File: src/rtl/fir_out_pkg.sv
// Shared types and constants for the FIR output shaper and its FIFO.
package fir_out_pkg;

   localparam int OUT_W = 16;
   localparam int IN_W  = 31;
   localparam int ACC_W = 32;

   localparam logic signed [ACC_W-1:0] SAT_MAX = 32'sd32767;
   localparam logic signed [ACC_W-1:0] SAT_MIN = -32'sd32768;

   typedef struct packed {
      logic                    last;
      logic signed [OUT_W-1:0] data;
   } entry_t;

   localparam int ENTRY_W = $bits(entry_t);

endpackage

File: src/rtl/fir_out_shaper_sync_fifo.sv
// Generic synchronous FIFO with full/empty/count; the head word is visible on rd_data.
module sync_fifo #(
   parameter int DATA_W = 17,
   parameter int DEPTH  = 16
) (
   input  logic                     clk,
   input  logic                     rstn,
   input  logic                     wr_en,
   input  logic [DATA_W-1:0]        wr_data,
   input  logic                     rd_en,
   output logic [DATA_W-1:0]        rd_data,
   output logic                     full,
   output logic                     empty,
   output logic [$clog2(DEPTH):0]   count
);

   localparam int AW = $clog2(DEPTH);

   logic [DATA_W-1:0] mem [DEPTH];
   logic [AW:0]       wr_ptr;
   logic [AW:0]       rd_ptr;
   logic              do_wr;
   logic              do_rd;

   // Extra pointer MSB distinguishes full from empty.
   assign count   = wr_ptr - rd_ptr;
   assign empty   = (count == '0);
   assign full    = (count == (AW+1)'(DEPTH));
   assign do_rd   = rd_en & ~empty;
   assign do_wr   = wr_en & (~full | do_rd);
   assign rd_data = mem[rd_ptr[AW-1:0]];

   always_ff @(posedge clk or negedge rstn) begin
      if (!rstn) begin
         wr_ptr <= '0;
         rd_ptr <= '0;
      end else begin
         if (do_wr) wr_ptr <= wr_ptr + (AW+1)'(1);
         if (do_rd) rd_ptr <= rd_ptr + (AW+1)'(1);
      end
   end

   always_ff @(posedge clk) begin
      if (do_wr) mem[wr_ptr[AW-1:0]] <= wr_data;
   end

endmodule

File: src/rtl/fir_out_shaper.sv
// FIR output stage: round/scale to 16 bits, saturate, decimate, frame-mark and
// buffer into a valid/ready stream, with saturation and drop statistics.
module fir_out_shaper
   import fir_out_pkg::*;
#(
   parameter int SHIFT     = 11,
   parameter int DECIM     = 1,
   parameter int FRAME_LEN = 1024,
   parameter int DEPTH     = 16
) (
   input  logic                    clk,
   input  logic                    rstn,
   input  logic                    fir_valid,
   input  logic signed [IN_W-1:0]  fir_yout,
   output logic                    m_valid,
   input  logic                    m_ready,
   output logic signed [OUT_W-1:0] m_data,
   output logic                    m_last,
   output logic [15:0]             sat_cnt,
   output logic                    drop_flag,
   input  logic                    clr_stats
);

   localparam int                      FW       = $clog2(FRAME_LEN);
   localparam int                      CW       = $clog2(DEPTH) + 1;
   localparam logic [4:0]              DEC_LAST = 5'(DECIM - 1);
   localparam logic [FW-1:0]           FRM_LAST = FW'(FRAME_LEN - 1);
   localparam logic signed [ACC_W-1:0] HALF     = ACC_W'(1) <<< (SHIFT - 1);

   function automatic logic signed [ACC_W-1:0] round_shift(input logic signed [IN_W-1:0] x);
      logic signed [ACC_W-1:0] t;
      t = {{(ACC_W-IN_W){x[IN_W-1]}}, x};
      t = t + HALF;
      return t >>> SHIFT;
   endfunction

   function automatic logic is_sat(input logic signed [ACC_W-1:0] r);
      return (r > SAT_MAX) || (r < SAT_MIN);
   endfunction

   function automatic logic signed [OUT_W-1:0] clamp(input logic signed [ACC_W-1:0] r);
      if (r > SAT_MAX) return SAT_MAX[OUT_W-1:0];
      if (r < SAT_MIN) return SAT_MIN[OUT_W-1:0];
      return r[OUT_W-1:0];
   endfunction

   logic signed [ACC_W-1:0] r_p1;
   logic                    vld_p1;
   logic signed [OUT_W-1:0] data_p2;
   logic                    vld_p2;
   logic                    keep_p1;
   logic [4:0]              dec_cnt;
   logic [FW-1:0]           frm_cnt;
   logic                    pop;
   logic                    wr_ok;
   logic                    full;
   logic                    empty;
   logic [CW-1:0]           fifo_cnt;
   entry_t                  wr_entry;
   entry_t                  head;

   // S1: round and scale
   always_ff @(posedge clk or negedge rstn) begin
      if (!rstn) vld_p1 <= 1'b0;
      else       vld_p1 <= fir_valid;
   end

   always_ff @(posedge clk) begin
      if (fir_valid) r_p1 <= round_shift(fir_yout);
   end

   // S2: saturate and decimate
   assign keep_p1 = vld_p1 && (dec_cnt == '0);

   always_ff @(posedge clk or negedge rstn) begin
      if (!rstn) begin
         vld_p2  <= 1'b0;
         dec_cnt <= '0;
         sat_cnt <= '0;
      end else begin
         vld_p2 <= keep_p1;
         if (vld_p1) dec_cnt <= (dec_cnt == DEC_LAST) ? '0 : dec_cnt + 5'd1;
         if (clr_stats)
            sat_cnt <= '0;
         else if (keep_p1 && is_sat(r_p1) && sat_cnt != 16'hFFFF)
            sat_cnt <= sat_cnt + 16'd1;
      end
   end

   always_ff @(posedge clk) begin
      if (keep_p1) data_p2 <= clamp(r_p1);
   end

   // S3: enqueue; a full FIFO still accepts when the head leaves this cycle
   assign pop      = m_valid & m_ready;
   assign wr_ok    = vld_p2 & (~full | pop);
   assign wr_entry = '{last: (frm_cnt == FRM_LAST), data: data_p2};

   always_ff @(posedge clk or negedge rstn) begin
      if (!rstn) begin
         frm_cnt   <= '0;
         drop_flag <= 1'b0;
      end else begin
         if (wr_ok) frm_cnt <= (frm_cnt == FRM_LAST) ? '0 : frm_cnt + FW'(1);
         if (clr_stats)
            drop_flag <= 1'b0;
         else if (vld_p2 && !wr_ok)
            drop_flag <= 1'b1;
      end
   end

   sync_fifo #(
      .DATA_W (ENTRY_W),
      .DEPTH  (DEPTH)
   ) u_fifo (
      .clk     (clk),
      .rstn    (rstn),
      .wr_en   (wr_ok),
      .wr_data (wr_entry),
      .rd_en   (pop),
      .rd_data (head),
      .full    (full),
      .empty   (empty),
      .count   (fifo_cnt)
   );

   assign m_valid = ~empty;
   assign m_data  = m_valid ? head.data : '0;
   assign m_last  = m_valid & head.last;

   a_fifo_bound: assert property (@(posedge clk) disable iff (!rstn) fifo_cnt <= CW'(DEPTH));

endmodule

File: config.mk
export PLATFORM = sky130hd
export DESIGN_NAME = fir_out_shaper
export DESIGN_NICKNAME = d
export VERILOG_FILES = /design/src/rtl/fir_out_pkg.sv /design/src/rtl/fir_out_shaper_sync_fifo.sv /design/src/rtl/fir_out_shaper.sv
export SDC_FILE = /design/constraint.sdc
export NUM_CORES = 1
export LEC_CHECK = 0
export BUFFER_PORTS_ARGS = -buffer_cell sky130_fd_sc_hd__buf_2
export CAP_MARGIN = 20
export CORE_ASPECT_RATIO = 1.2
export CORE_MARGIN = 2
export CORE_UTILIZATION = 33
export DETAILED_ROUTE_END_ITERATION = 10
export GPL_TIMING_DRIVEN = 0
export HOLD_SLACK_MARGIN = 0.05
export PLACE_DENSITY = 0.45
export SLEW_MARGIN = 20
export SYNTH_ARGS = -nofsm -noshare
export SYNTH_HDL_FRONTEND = slang
export SYNTH_SLANG_ARGS = --single-unit
export TNS_END_PERCENT = 100
File: constraint.sdc
create_clock -name clk -period 6.6 [get_ports clk]
set_input_delay 0.33 -clock clk [delete_from_list [all_inputs] [get_ports clk]]
set_output_delay 0.33 -clock clk [all_outputs]
set_load 0.01 [all_outputs]
==> impl_metrics.yaml <==
clock_network:
  cts_num_sinks: 353
  hold_buffers: 1
  clkLatencyLatePin_ns: 0.53
  cts_resized: 0
  cts.repair_timing.setup_buffer_count: 0
  cts_htree_levels: 2
  worst_setup_hold_path_clk_slew_ns: 0.06
  clock_path_buffers: 3
  clk_root_buffer_cell: "sky130_fd_sc_hd__clkbuf_16"
  tritoncts: "yes"
  clock_buffer_count_from_cts: 38
synthesis:
  post_synthesis_area_per_instance_um2: 17.5
  postSynth.topFlopCell: "sky130_fd_sc_hd__edfxtp_1"
  synth-warning-count: 0
  synthesis.instances: 830
  synthArstFlopShare_pct: 12.5
  ys_top_cells_by_area: "sky130_fd_sc_hd__edfxtp_1 64%, sky130_fd_sc_hd__mux4_2 8.1%, sky130_fd_sc_hd__dfrtp_1 7.6%"
  yosys.area.top_type_share_pct: 63.8
  synth.distinct_cells: 55
  syn-cell-area_um2: 14500
  post_synth_edffs: 309
  syn-num-nets: 880
  synth_area_leader_cell: "sky130_fd_sc_hd__edfxtp_1"
  postSynthRegisterBits: 353
  yosysSeqAreaShare_pct: 71.4
placed_design:
  number_of_instances_in_the_placed_design: 1454
  hpwl_mm: 22.0
  gp_routability_congestion: 0.754
  placed_area_um2: 15700
  io_buffer_count: 59
run:
  max_cap_viol_count: 0
setup_path:
  critical_path_required_ns: 6.27
  worstPathMaxFanout: 10
  critical_path.max_stage_delay_ns: 0.72
  path_class: "register to output port"
  cpLargestDelayFamily: "buffers and inverters"
  crit_chain: "inv_1, clkbuf_2, clkbuf_1, ha_1, nor4b_1, a32o_1, o311ai_4, o21ba_2, buf_2, nor3_1, buf_2"
  arrival_ns: 4.57
  worst_setup_path_start_kind: "register"
  critPathBufInv: 5
  critical_path.most_common_cell: "sky130_fd_sc_hd__buf_2"
  critical_path.slowest_cell: "sky130_fd_sc_hd__clkbuf_1"
  setup.worst_path.end_class: "output port"
layout:
  commonest_cells_after_routing_fill_and_taps_aside: "309 x sky130_fd_sc_hd__edfxtp_1, 70 x sky130_fd_sc_hd__buf_2, 52 x sky130_fd_sc_hd__mux4_2"
  fillCellCount: 4026
  layout-area-overhead-vs-synth_pct: 15.1
  commonest_non_fill_non_tap_cell_in_the_layout: "sky130_fd_sc_hd__edfxtp_1"
  share_of_post_route_cells_with_drive_strength_above_1_pct: 22.6
  cell_count_final_fillers_out: 1520
  final_area_um2: 16700
  antenna-diode-count: 0
  finalNetCount: 986
routing:
  routed_wire_length_per_instance_um: 23.5
  initialDrtViolationCount: 453
  vias: 7720
  antenna_violating_nets_post_route: 0
  detail_route.wirelength_mm: 35.7
  vias_per_instance: 5.08
  post-route-drc-count: 0
  drt-pass1-iter-count: 5
die:
  std_cell_rows: 84
  fp.dieH_um: 234
  floorplan.die_area_um2: 45800
  die_width_um: 196
  top_level_ports: 71
  initial_core_util_pct: 33.3
  core_region_area_um2: 43600
hold_path:
  hold_path.class: "input pin to register"
timing:
  highest_achievable_clock_rate_mhz: 204
  layout_worst_path_cycle_share_pct: 74.3
  slew_viol_final: 0
  setup_violations: 0
  rsz0062_at_grt: "false"
  min_period_ns: 4.90
  max_slew.worst_pin.slew_ns: 0.984
  fin_worst_skew_ns: 0.0207
  final_hold_viol_count: 0
  hold-worst-slack_ns: 0.105
  timing.slew.headroom_pct: 34.4
grt:
  grt_pass1_vias: 8088
  grt_pass1_wl_mm: 52.9
  grt_start_max_net_pins: 45
  overflow: 0
  grt.total_usage_pct: 16.0
  antenna_found_initial: 1
run_status:
  outcome: "finished clean"
power:
  power.static_leakage_uw: 0.00576
  power_per_cell_area_nw_per_um2: 390
  vdd.ir_drop.worst_uv: 166
  power_uw: 6540
==> state kept, by name, indices dropped and copies added, names as in the netlist <==
name and count:
vld_p2 1, u_fifo.wr_ptr 5, drop_flag 1, frm_cnt 10
sat_cnt 16, data_p2 16, u_fifo.rd_ptr 5, dec_cnt 5
vld_p1 1, u_fifo.mem 272, r_p1 21
==> power by group <==
| group | switching, uW | internal [uW] |
|---|---|---|
| clock | 826 | 1060 |
| sequential | 139 | 2580 |
| combinational | 1130 | 807 |
| total | 2090 | 4450 |
==> cells by family (layout without fill, tap and decap cells) <==
kind of cell | after synthesis | after routing | share of synthesized area [%]
AOI/OAI and AO/OA | 90 | 90 | 4.60
xor gates and xnor gates | 50 | 50 | 3.01
adders and majority gates | 14 | 14 | 1.20
buffers and inverters | 50 | 181 | 1.68
DFF | 353 | 353 | 71.4
muxes | 98 | 98 | 11.2
and+or+nand+nor | 175 | 175 | 6.88
==> path summary, 6_finish.rpt <==
kind                                               from                    endpoint  slack [ns]  depth (start not counted)
setup / recovery           u_fifo.rd_ptr[2]$_DFFE_PN0P_                   m_data[3]        1.70                         11
max in group asynchronous                          rstn      sat_cnt[4]$_DFFE_PN0P_        5.83                          2
min in group asynchronous                          rstn     sat_cnt[15]$_DFFE_PN0P_        0.36                          2
setup reg to reg           u_fifo.rd_ptr[2]$_DFFE_PN0P_  u_fifo.mem[3][1]$_DFFE_PP_        2.22                         13
hold reg to reg                  dec_cnt[4]$_DFFE_PN0P_      dec_cnt[4]$_DFFE_PN0P_        0.48                          1
hold / removal                             fir_yout[24]          r_p1[13]$_DFFE_PP_        0.10                          2
==> per-stage QoR <==
| stage | setup TNS, ns | util (%) | setup WS, ns |
|---|---|---|---|
| 2_1_floorplan | 0 | - | 2.37 |
| 4_1_cts | 0 | 38.4 | 1.23 |
| 6_report | 0 | 38.4 | 1.70 |
| 3_5_place_dp | 0 | 35.9 | 1.77 |
| 5_1_grt | 0 | 38.4 | 1.46 |
| 3_3_place_gp | -12.17 | 35.6 | -0.718 |
==> cells in the mapped netlist, drive strengths merged, types with 11 or more instances <==
cell type and instances:
buf 21, mux2i 44, o22ai 11, xnor2 34, nand4 12, a21o 16
inv 12, and3 22, nand3 17, o221ai 22, edfxtp 309, clkbuf 17
ha 14, nor2 32, xor2 16, nor3 21, nand2 30, dfrtp 44
mux4 52, nor2b 12, a21oi 18
==> layer usage <==
metal / global-route usage, % / share of wire (%) / vias to the layer above
met5: 0 / 0.020 / -
met4: 5.27 / 2.8 / 2
met3: 2.30 / 4.2 / 65
met2: 28.2 / 50 / 188
met1: 20.3 / 43 / 3938
li1: - / - / 3527
==> layout make-up <==
cell class                      instances  area [um2]  share of cell area (%)
Buffer                                 38         200                    1.20
Clock buffer                           49         992                    5.93
Clock inverter                         16        80.1                   0.478
Inverter                               12        45.0                   0.269
Multi-Input combinational cell        427        3950                    23.6
Sequential cell                       353       10400                    62.0
Tap cell                              559         699                    4.18
Timing Repair Buffer                   66         400                    2.39
Note: power is estimated with default switching activity, not from simulation.
